**src/rtl/syst_apb_seq.sv**
```systemverilog
// APB master sequencer for the systolic-array slave: streams N_OPERANDS operand
// writes to the load register, then N_RESULTS result reads out to a stream.
module syst_apb_seq #(
    parameter int unsigned N_OPERANDS = 7,
    parameter int unsigned N_RESULTS  = 7,
    parameter logic [31:0] WR_ADDR    = 32'd0,
    parameter logic [31:0] RD_ADDR    = 32'd4,
    parameter int unsigned TIMEOUT    = 255
) (
    input  logic        p_clk_i,
    input  logic        p_rst_i,
    input  logic        start_i,
    output logic        busy_o,
    output logic        done_o,
    output logic        err_o,
    input  logic        op_valid_i,
    input  logic [31:0] op_data_i,
    output logic        op_ready_o,
    output logic        res_valid_o,
    output logic [31:0] res_data_o,
    input  logic        res_ready_i,
    output logic [31:0] m_adr_o,
    output logic [31:0] m_dat_o,
    input  logic [31:0] m_dat_i,
    output logic        m_sel_o,
    output logic        m_enable_o,
    output logic        m_we_o,
    input  logic        m_ready_i
);

    localparam int unsigned MAX_N = (N_OPERANDS > N_RESULTS) ? N_OPERANDS : N_RESULTS;
    localparam int unsigned CW    = $clog2(MAX_N + 1);
    localparam int unsigned TW    = $clog2(TIMEOUT + 1);

    typedef enum logic [2:0] {
        IDLE, FETCH, WR_SETUP, WR_ACCESS, RD_SETUP, RD_ACCESS, RES_HOLD, DONE
    } state_t;

    state_t        state;
    logic [CW-1:0] op_cnt;
    logic [CW-1:0] res_cnt;
    logic [TW-1:0] wait_cnt;
    logic [CW-1:0] op_cnt_nxt;
    logic [CW-1:0] res_cnt_nxt;
    logic [TW-1:0] wait_nxt;
    logic          timed_out;

    always_comb begin
        op_cnt_nxt  = op_cnt + CW'(1);
        res_cnt_nxt = res_cnt + CW'(1);
        wait_nxt    = wait_cnt + TW'(1);
        timed_out   = (wait_nxt == TW'(TIMEOUT));
    end

    always_ff @(posedge p_clk_i) begin
        if (p_rst_i) begin
            state       <= IDLE;
            op_cnt      <= '0;
            res_cnt     <= '0;
            wait_cnt    <= '0;
            busy_o      <= 1'b0;
            done_o      <= 1'b0;
            err_o       <= 1'b0;
            op_ready_o  <= 1'b0;
            res_valid_o <= 1'b0;
            res_data_o  <= '0;
            m_adr_o     <= '0;
            m_dat_o     <= '0;
            m_sel_o     <= 1'b0;
            m_enable_o  <= 1'b0;
            m_we_o      <= 1'b0;
        end else begin
            done_o <= 1'b0;
            case (state)
                IDLE: begin
                    if (start_i) begin
                        state      <= FETCH;
                        op_cnt     <= '0;
                        res_cnt    <= '0;
                        err_o      <= 1'b0;
                        busy_o     <= 1'b1;
                        op_ready_o <= 1'b1;
                    end
                end
                FETCH: begin
                    if (op_valid_i) begin
                        state      <= WR_SETUP;
                        m_dat_o    <= op_data_i;
                        op_ready_o <= 1'b0;
                        m_sel_o    <= 1'b1;
                        m_enable_o <= 1'b0;
                        m_we_o     <= 1'b1;
                        m_adr_o    <= WR_ADDR;
                    end
                end
                WR_SETUP: begin
                    state      <= WR_ACCESS;
                    m_enable_o <= 1'b1;
                    wait_cnt   <= '0;
                end
                WR_ACCESS: begin
                    if (m_ready_i) begin
                        op_cnt     <= op_cnt_nxt;
                        m_enable_o <= 1'b0;
                        // After the last write, sel stays up as the first read's setup phase
                        if (op_cnt_nxt == CW'(N_OPERANDS)) begin
                            state   <= RD_SETUP;
                            m_we_o  <= 1'b0;
                            m_adr_o <= RD_ADDR;
                        end else begin
                            state      <= FETCH;
                            m_sel_o    <= 1'b0;
                            op_ready_o <= 1'b1;
                        end
                    end else if (timed_out) begin
                        state      <= IDLE;
                        err_o      <= 1'b1;
                        busy_o     <= 1'b0;
                        m_sel_o    <= 1'b0;
                        m_enable_o <= 1'b0;
                        m_we_o     <= 1'b0;
                    end else begin
                        wait_cnt <= wait_nxt;
                    end
                end
                RD_SETUP: begin
                    state      <= RD_ACCESS;
                    m_enable_o <= 1'b1;
                    wait_cnt   <= '0;
                end
                RD_ACCESS: begin
                    if (m_ready_i) begin
                        state       <= RES_HOLD;
                        res_data_o  <= m_dat_i;
                        res_valid_o <= 1'b1;
                        m_sel_o     <= 1'b0;
                        m_enable_o  <= 1'b0;
                    end else if (timed_out) begin
                        state      <= IDLE;
                        err_o      <= 1'b1;
                        busy_o     <= 1'b0;
                        m_sel_o    <= 1'b0;
                        m_enable_o <= 1'b0;
                    end else begin
                        wait_cnt <= wait_nxt;
                    end
                end
                RES_HOLD: begin
                    if (res_ready_i) begin
                        res_valid_o <= 1'b0;
                        res_cnt     <= res_cnt_nxt;
                        if (res_cnt_nxt == CW'(N_RESULTS)) begin
                            state  <= DONE;
                            done_o <= 1'b1;
                        end else begin
                            state   <= RD_SETUP;
                            m_sel_o <= 1'b1;
                            m_we_o  <= 1'b0;
                            m_adr_o <= RD_ADDR;
                        end
                    end
                end
                DONE: begin
                    state  <= IDLE;
                    busy_o <= 1'b0;
                end
                default: state <= IDLE;
            endcase
        end
    end

endmodule
```
**config.mk**
```make
export PLATFORM = sky130hd
export DESIGN_NAME = syst_apb_seq
export DESIGN_NICKNAME = d
export VERILOG_FILES = /design/src/rtl/syst_apb_seq.sv
export SDC_FILE = /design/constraint.sdc
export NUM_CORES = 1
export LEC_CHECK = 0
export CAP_MARGIN = 25
export CORE_ASPECT_RATIO = 1.75
export CORE_MARGIN = 2
export CORE_UTILIZATION = 38
export CTS_CLUSTER_SIZE = 28
export DETAILED_ROUTE_END_ITERATION = 10
export PLACE_DENSITY_LB_ADDON = 0.12
export SLEW_MARGIN = 25
export SYNTH_ARGS = -nofsm -noshare
export SYNTH_HDL_FRONTEND = slang
export SYNTH_SLANG_ARGS = --single-unit
```
**constraint.sdc**
```tcl
create_clock -name p_clk_i -period 1.75 [get_ports p_clk_i]
set_input_delay 0.2625 -clock p_clk_i [delete_from_list [all_inputs] [get_ports p_clk_i]]
set_output_delay 0.2625 -clock p_clk_i [all_outputs]
set_load 0.01 [all_outputs]
```
=== After elaboration in Yosys (flattened, before gate mapping) ===
Index checks and enable logic that the tools add are counted.

* Register bits after elaboration: 121
* Output and inout bits: 104
* Word-level logic and storage cells: 127

* Add/subtract/negate cells: 3
* Eq/ne operators: 25
* Multiplexer cells: 54
* Bitwise operators: 2
* Reductions and logical operators: 28

{| class="wikitable"
|+ Operators with widths
! operator !! count
|-
| 2-to-1 mux 32 bit || 5
|-
| one-hot mux 32 bit (3 select lines) || 1
|-
| 2-to-1 mux 3 bit || 10
|-
| 2-to-1 mux 1 bit || 24
|-
| one-hot mux 3 bit (8 select lines) || 1
|-
| inequality test 2 bit, second input constant || 10
|-
| equality test 3 bit, second input constant || 6
|-
| AND reduction 3 bit || 6
|-
| 2-to-1 mux 8 bit || 2
|-
| one-hot mux 8 bit (2 select lines) || 1
|-
| one-hot mux 1 bit (3 select lines) || 4
|-
| one-hot mux 3 bit (2 select lines) || 2
|-
| AND reduction 6 bit || 2
|-
| nonzero test 3 bit || 4
|-
| AND reduction 5 bit || 2
|-
| nonzero test 2 bit || 5
|-
| inequality test 3 bit, second input constant || 3
|-
| adder 8 x 1 -> 8 bit, second input constant || 1
|-
| equality test 8 bit, second input constant || 1
|-
| AND reduction 4 bit || 2
|-
| adder 3 x 1 -> 3 bit, second input constant || 2
|-
| equality test 3 x 2 -> 1 bit, second input constant || 2
|-
| one-hot mux 1 bit (2 select lines) || 2
|-
| one-hot mux 1 bit (4 select lines) || 1
|-
| 10 further kinds || 13
|}

=== Depth between registers and ports, before layout ===
Gate-level depths: netlist of the first run.

* Depth in word-level cells: 5
* Mapped depth: 8
* Mapped depth without buffers: 7

=== Least setup slack after synthesis of the first run ===
OpenSTA, ideal clock, no wires.

* Path kind: reg2reg
* Start: register wait_cnt[1]
* End: register wait_cnt[1]
* Arrival: 1.743 ns
* Required time: 1.620 ns
* Path slack: -0.124 ns
* Cell stages (with the launch flop): 8
* Buffers on the path: 0
* Period minus slack after synthesis: 1.874 ns
* Path through: dfxtp_1 ha_1 a21o_2 a31oi_1 o31a_1 a21oi_2 o21a_1 o32ai_1

* Word-level cells in the longest chain between the ends: 4
* Elaborated cells on any way between the ends: 7

{| class="wikitable"
|+ RTL lines
! element !! line !! source
|-
| from (decl) || 42 || <nowiki>logic [TW-1:0] wait_cnt;</nowiki>
|-
| from (signal assigned) || 123 || <nowiki>wait_cnt <= wait_nxt;</nowiki>
|-
| from (signal assigned) || 145 || <nowiki>wait_cnt <= wait_nxt;</nowiki>
|-
| adder 8 x 1 -> 8 bit * || 51 || <nowiki>wait_nxt = wait_cnt + TW'(1);</nowiki>
|-
| equality test 8 bit or 2-to-1 mux 8 bit (tied branches) || 52, 115, 138 ||
|-
| inequality test 2 bit (no source line) or 2-to-1 mux 8 bit (tied branches) || -- ||
|-
| AND reduction 3 bit (no source line) or one-hot mux 8 bit (2 select lines) (tied branches) || -- ||
|}

Mark *: on every way between the ends. The rest lies on a longest branch, timed or not. The select of a mux whose other input is x is not followed.
A chain may end at the register's enable or synchronous reset.

=== Worst setup path in the final report of the first run ===
* Start: register wait_cnt[2]
* End: register wait_cnt[0]

* Word-level cells in the longest chain between the ends: 4

{| class="wikitable"
|+ RTL lines
! element !! line !! source
|-
| adder 8 x 1 -> 8 bit || 51 ||
|-
| equality test 8 bit || 52 || <nowiki>timed_out = (wait_nxt == TW'(TIMEOUT));</nowiki>
|-
| inequality test 2 bit (no source line) || -- ||
|-
| AND reduction 3 bit (no source line) || -- ||
|}

Every way passes these cells.

==> out/metrics.cfg, run 1 <==
[final_layout]
final_core_util_pct = 61.18
final_area_um2 = 6339
nFillCells = 898
area.growth.synth_to_final_pct = 56.50
num_antenna_cells = 0
fin_nets = 785
final_cell_mix = nand2_1, clkdlybuf4s50_1, a21oi_1
drive_gt1_share_pct = 15.55
final_common_cell = nand2_1

[setup_path]
cp_max_fo = 6
startpoint_type = flip-flop
crit_path_end_kind = flip-flop
worst-r2r-setup-slack_ns = -0.11
cp.required_ns = 1.99
worstSetupPathType = reg2reg
critPathArrivalTime_ns = 2.10

[timing]
skew_ns = 0.007174
rsz0062_at_grt = yes
setup_slack_ns = -0.1090
slew_headroom_pct = 64.08
setup_violations = 10
period_share_pct = 106.2
fin_setup_tns_ns = -0.6994
holdWs_ns = 0.2205
hold_viol_final = 0
fin_crit_ns = 1.859
fmax_mhz = 537.9
finalMaxSlewViolations = 0
worstMarginPinSlew_ns = 0.5388

[detailed_routing]
vias = 4134
via_per_inst = 4.916
drtIter0Drc = 153
drc = 0
wl_per_cell_um = 14.43
antenna_left = 0
dr.pass1.iters = 4
routed_wl_um = 12130

[synthesis]
ys_ff_latch = 90
synthFlopType = dfxtp_1
ys_warn_count = 0
synth_cell_types = 51
yosys.area.top_type = dfxtp_1
synth_edf_count = 0
synthArstFlopShare_pct = 0
yosysSeqAreaShare_pct = 44.49
synth_top_area_share_pct = 44.49
avgSynthCellArea_um2 = 7.642
synth_cells = 530
synth_area_leaders = dfxtp_1, nand2_1, a21oi_1, buf_4, clkbuf_1
syn_area_um2 = 4050

[die]
ios = 174
die_w_um = 82.04
fp.coreArea_um2 = 10360
die_area_um2 = 11530
die_h_um = 140.6
core.rowCount = 49
floorplan.initialDensity_pct = 39.09

[global_route]
antenna_found_initial = 0
grt_pass1_wl_um = 19000
grt.overflow.total = 0
track_usage_pct = 21.23
grt_max_degree = 53
grt_pass1_vias = 4117

[placed_design]
place_area_um2 = 5836
place_congestion = 0.7810
numPortBuffers = 142
place.detailed.hpwl_um = 8713

[pwr]
power_density_nw_per_um2 = 739.9
ir_drop_mv = 0.5704
p_leak_nw = 2.335

[cts]
hold_buffers = 0
root_buffer = clkbuf_16
clock_sinks = 90
insertion_delay_ns = 0.34
clk_pin_slew_ns = 0.06
cts_max_level = 3
cts_buffer_depth = 2
cts-buffers-inserted = 9
tritoncts = done

[status]
status = finished with violations
violations = setup timing

[job]
maxCapViolCount = 0

[min_path]
hp-class = in2reg

[cells in the mapped netlist (2+ instances only)]
library cell	count
nand2_1	151
dfxtp_1	90
a21oi_1	89
buf_4	31
clkbuf_1	27
nor2_1	25
o21ai_0	15
nand3_1	13
inv_1	8
a31oi_1	6
ha_1	6
buf_2	5
nor3_1	5
nor3b_1	4
a21o_1	3
nand4_1	3
nor2b_1	3
nor4_1	3
or2_2	3
xor2_1	3
a211oi_1	2
and2_1	2
nand2b_1	2
o31a_1	2
o32ai_1	2
xnor2_1	2
[where the power goes]
group | total (mW) | switching (mW) | internal (mW)
combinational | 0.583 | 0.268 | 0.314
clock | 1.99 | 0.855 | 1.13
sequential | 2.12 | 0.0291 | 2.09
[repair_timing]
item                       CTS  global route
pin swaps                   14            13
resized for setup           13            19
buffers inserted             4             7
setup endpoints to repair   14            18
[through the flow]
step,setup slack [ns],total power [mW],cells
2_1_floorplan,0.005402,2.435,560
3_3_place_gp,-0.08567,2.726,814
3_5_place_dp,-0.1633,2.732,814
4_1_cts,-0.1061,4.761,834
5_1_grt,-0.1857,4.911,841
6_report,-0.1090,4.690,841
[metal layers]
metal	GRT usage (%)	share of wire [%]	wire length, µm	vias up
met5	0	0	0	-
met3	7.298	6.3	767	35
met4	11.23	4.0	481	0
met1	21.27	35	4301	1875
li1	-	-	-	2071
met2	37.27	54	6582	153
[cell type report]
type | count | area (µm²) | area share, %
multi-input cells | 397 | 2072 | 32.69
repair buffers | 202 | 1948 | 30.73
flip-flops and latches | 90 | 1818 | 28.68
clock buffers | 9 | 225.2 | 3.553
well taps | 127 | 158.9 | 2.507
clock inverters | 7 | 82.58 | 1.303
inverters | 9 | 33.78 | 0.5330
[critical path, cell delays in order (launching register included)]
cell	delay, ns
dfxtp_2	0.40
nand3_4	0.09
or3_4	0.38
a221oi_4	0.26
buf_4	0.17
a21oi_4	0.08
o21a_1	0.21
o31ai_2	0.19
[state kept, by name (all words and copies together) (netlist names)]
signal and cells:
busy_o 1, op_cnt 3, err_o 1, wait_cnt 8, m_we_o 1, done_o 1, res_data_o 32, m_dat_o 32
m_sel_o 1, op_ready_o 1, m_adr_o 1, res_cnt 3, res_valid_o 1, state 3, m_enable_o 1
[path summary, 6_finish.rpt]
kind | start | to | depth (start not counted)
worst max-delay path | wait_cnt[2] | wait_cnt[0] | 7
worst min-delay path | p_rst_i | wait_cnt[0] | 2
worst max register to register | wait_cnt[2] | wait_cnt[0] | 7
worst min register to register | res_data_o[3] | res_data_o[3] | 2
[logic make-up (layout without fill, tap and decap cells)]
logic type	count (synthesis)	after routing	share of synthesized area [%]
adders and majority gates	6	6	1.854
and+or+nand+nor	222	222	23.45
other	1	31	0.09259
xor gates and xnor gates	5	5	1.081
DFF	90	90	44.49
buffers and inverters	73	227	9.793
muxes	1	1	0.2472
AOI/OAI and AO/OA	132	132	19.00
No activity file was read; power rests on OpenSTA's default activity.
==> run 2, diff against run 1 <==
Settings changed: HOLD_SLACK_MARGIN from default to 0.02.
==> results of run 2 <==
Final layout, timing and power as in run 1 (identical DEF).
==> run 3, diff against run 2 <==
Settings changed: TNS_END_PERCENT from default to 5.
==> out/metrics.cfg, run 3 (same netlist as run 1, synthesis figures left out) <==
[die]
fp.coreArea_um2 = 10360  ; unchanged
core.rowCount = 49  ; unchanged
floorplan.initialDensity_pct = 39.09  ; unchanged
die_area_um2 = 11530  ; unchanged
die_w_um = 82.04  ; unchanged
die_h_um = 140.6  ; unchanged
ios = 174  ; unchanged

[min_path]
min-delay-start = m_dat_o[25]
hold-path-cell-count = 2  ; unchanged
holdPathEnd = m_dat_o[25]
hp-class = reg2reg

[timing]
finalMaxSlewViolations = 0  ; unchanged
rsz0062_at_grt = yes
period_share_pct = 108.6  ; +2.3 points
fin_crit_ns = 1.900  ; +0.04061 ns
setup_slack_ns = -0.1496  ; -0.04061 ns
holdWs_ns = 0.4537  ; +0.2332 ns
fmax_mhz = 526.4  ; -2.1%
hold_viol_final = 0  ; unchanged
skew_ns = 0.005407  ; -0.001767 ns
setup_violations = 13  ; +3

[placed_design]
place_congestion = 0.8395  ; +7.5%
numPortBuffers = 142  ; unchanged
place.detailed.hpwl_um = 8465  ; -2.8%

[detailed_routing]
drc = 0  ; unchanged
drtIter0Drc = 197  ; +29%
routed_wl_um = 11550  ; -4.8%
antenna_left = 0  ; unchanged
dr.pass1.iters = 4  ; unchanged
via_per_inst = 4.923  ; +0.15%
vias = 4150  ; +0.39%
wl_per_cell_um = 13.70  ; -5.0%

[final_layout]
area.growth.synth_to_final_pct = 54.74
final_cell_mix = nand2_1, clkdlybuf4s50_1, a21oi_1
fin_nets = 787  ; +0.25%
largestRegisters = m_dat_o (32), res_data_o (32), wait_cnt (8)
drive_gt1_share_pct = 13.69  ; -1.9 points
num_antenna_cells = 0  ; unchanged
final_common_cell = nand2_1

[cts]
root_buffer = clkbuf_16
insertion_delay_ns = 0.34  ; about the same
hold_buffers = 0  ; unchanged
clock_sinks = 90  ; unchanged
cts-buffers-inserted = 9  ; unchanged
tritoncts = done
cts_buffer_depth = 2  ; unchanged
clk_pin_slew_ns = 0.07  ; about the same
cts_max_level = 3  ; unchanged

[pwr]
ir_drop_mv = 0.5241  ; -8.1%
power_density_nw_per_um2 = 743.1  ; +0.43%
power_mw = 4.657  ; -0.70%
p_leak_nw = 2.327  ; -0.35%

[global_route]
grt.overflow.total = 0  ; unchanged
grt_max_degree = 94  ; +77%
antenna_found_initial = 0  ; unchanged
grt_pass1_wl_um = 18440  ; -2.9%
track_usage_pct = 20.45  ; -0.77 points
grt_pass1_vias = 3973  ; -3.5%

[setup_path]
cp_max_fo = 5  ; -1
worst-r2r-setup-slack_ns = -0.15  ; -0.04 ns
critPathArrivalTime_ns = 2.15  ; +0.05 ns
worstSetupPathType = reg2reg
startpoint_type = flip-flop
rr_startpoint = wait_cnt[3]
cp.required_ns = 2.00  ; about the same
reg2reg_to = err_o
reg2regPathDepth = 6  ; -1
crit_path_end_kind = flip-flop

[status]
violations = setup timing
status = finished with violations

[job]
maxCapViolCount = 0  ; unchanged

==> run 3: cell types whose count changed in the layout (fill, tap and decap cells not counted), sizes merged <==
cell	delta
clkbuf	+1
inv	-2
buf	+2
clkinv	+1
==> run 3: repair_timing <==
| action | CTS | global route |
|---|---|---|
| endpoints found under the setup margin | 13 | 15 |
| setup buffers | 1 | 4 |
| pin swaps | 8 | 7 |
| resized for setup | 7 | 3 |
==> run 3: critical path: stages, from the launching register on <==
cell       delay [ns]
dfxtp_4          0.37
nand4_1          0.13
or3_4            0.37
a221oi_4         0.34
buf_4            0.19
nand3_2          0.11
a2111oi_2        0.30
==> run 3: layout make-up <==
class                           count  area, µm²
Fill cell                         936       4094
Multi-Input combinational cell    397       2012
Timing Repair Buffer              204       1944
Sequential cell                    90       1814
Clock buffer                       10      229.0
Tap cell                          127      158.9
Clock inverter                      6      75.07
Inverter                            9      33.78
==> run 3: power by group <==
part	switching, mW	internal (mW)
Clock	0.845	1.13
Combinational	0.262	0.310
Sequential	0.0257	2.09
Total	1.13	3.52
==> run 3: layer usage <==
layer / GRT usage (%) / routed length (µm) / vias to the layer above
li1: - / - / 2078
met1: 20.76 / 4131 / 1890
met2: 37.44 / 6343 / 159
met3: 5.826 / 756 / 23
met4: 8.772 / 322 / 0
met5: 0 / 0 / -
==> run 3: how the worst max path moves through the flow <==
stage / from / to / slack, ns
final: wait_cnt[3] / err_o / -0.15
after global routing: wait_cnt[0] / wait_cnt[0] / -0.23
after CTS: wait_cnt[3] / wait_cnt[0] / -0.14
after detailed placement: wait_cnt[3] / wait_cnt[0] / -0.16
after global placement: wait_cnt[0] / wait_cnt[0] / -0.12
after floorplan: wait_cnt[3] / wait_cnt[0] / -0.006
==> run 3: through the flow <==
| stage | TNS (ns) | util, % | cells | area, µm² | worst slack (ns) |
|---|---|---|---|---|---|
| floorplan | -0.006074 | - | 560 | 4184 | -0.006074 |
| global placement | -1.037 | 56.94 | 823 | 5899 | -0.1244 |
| detailed placement | -2.062 | 56.94 | 823 | 5899 | -0.1601 |
| CTS | -0.8902 | 60.13 | 840 | 6230 | -0.1371 |
| global route | -2.282 | 60.49 | 843 | 6267 | -0.2319 |
| finish | -1.082 | 60.49 | 843 | 6267 | -0.1496 |
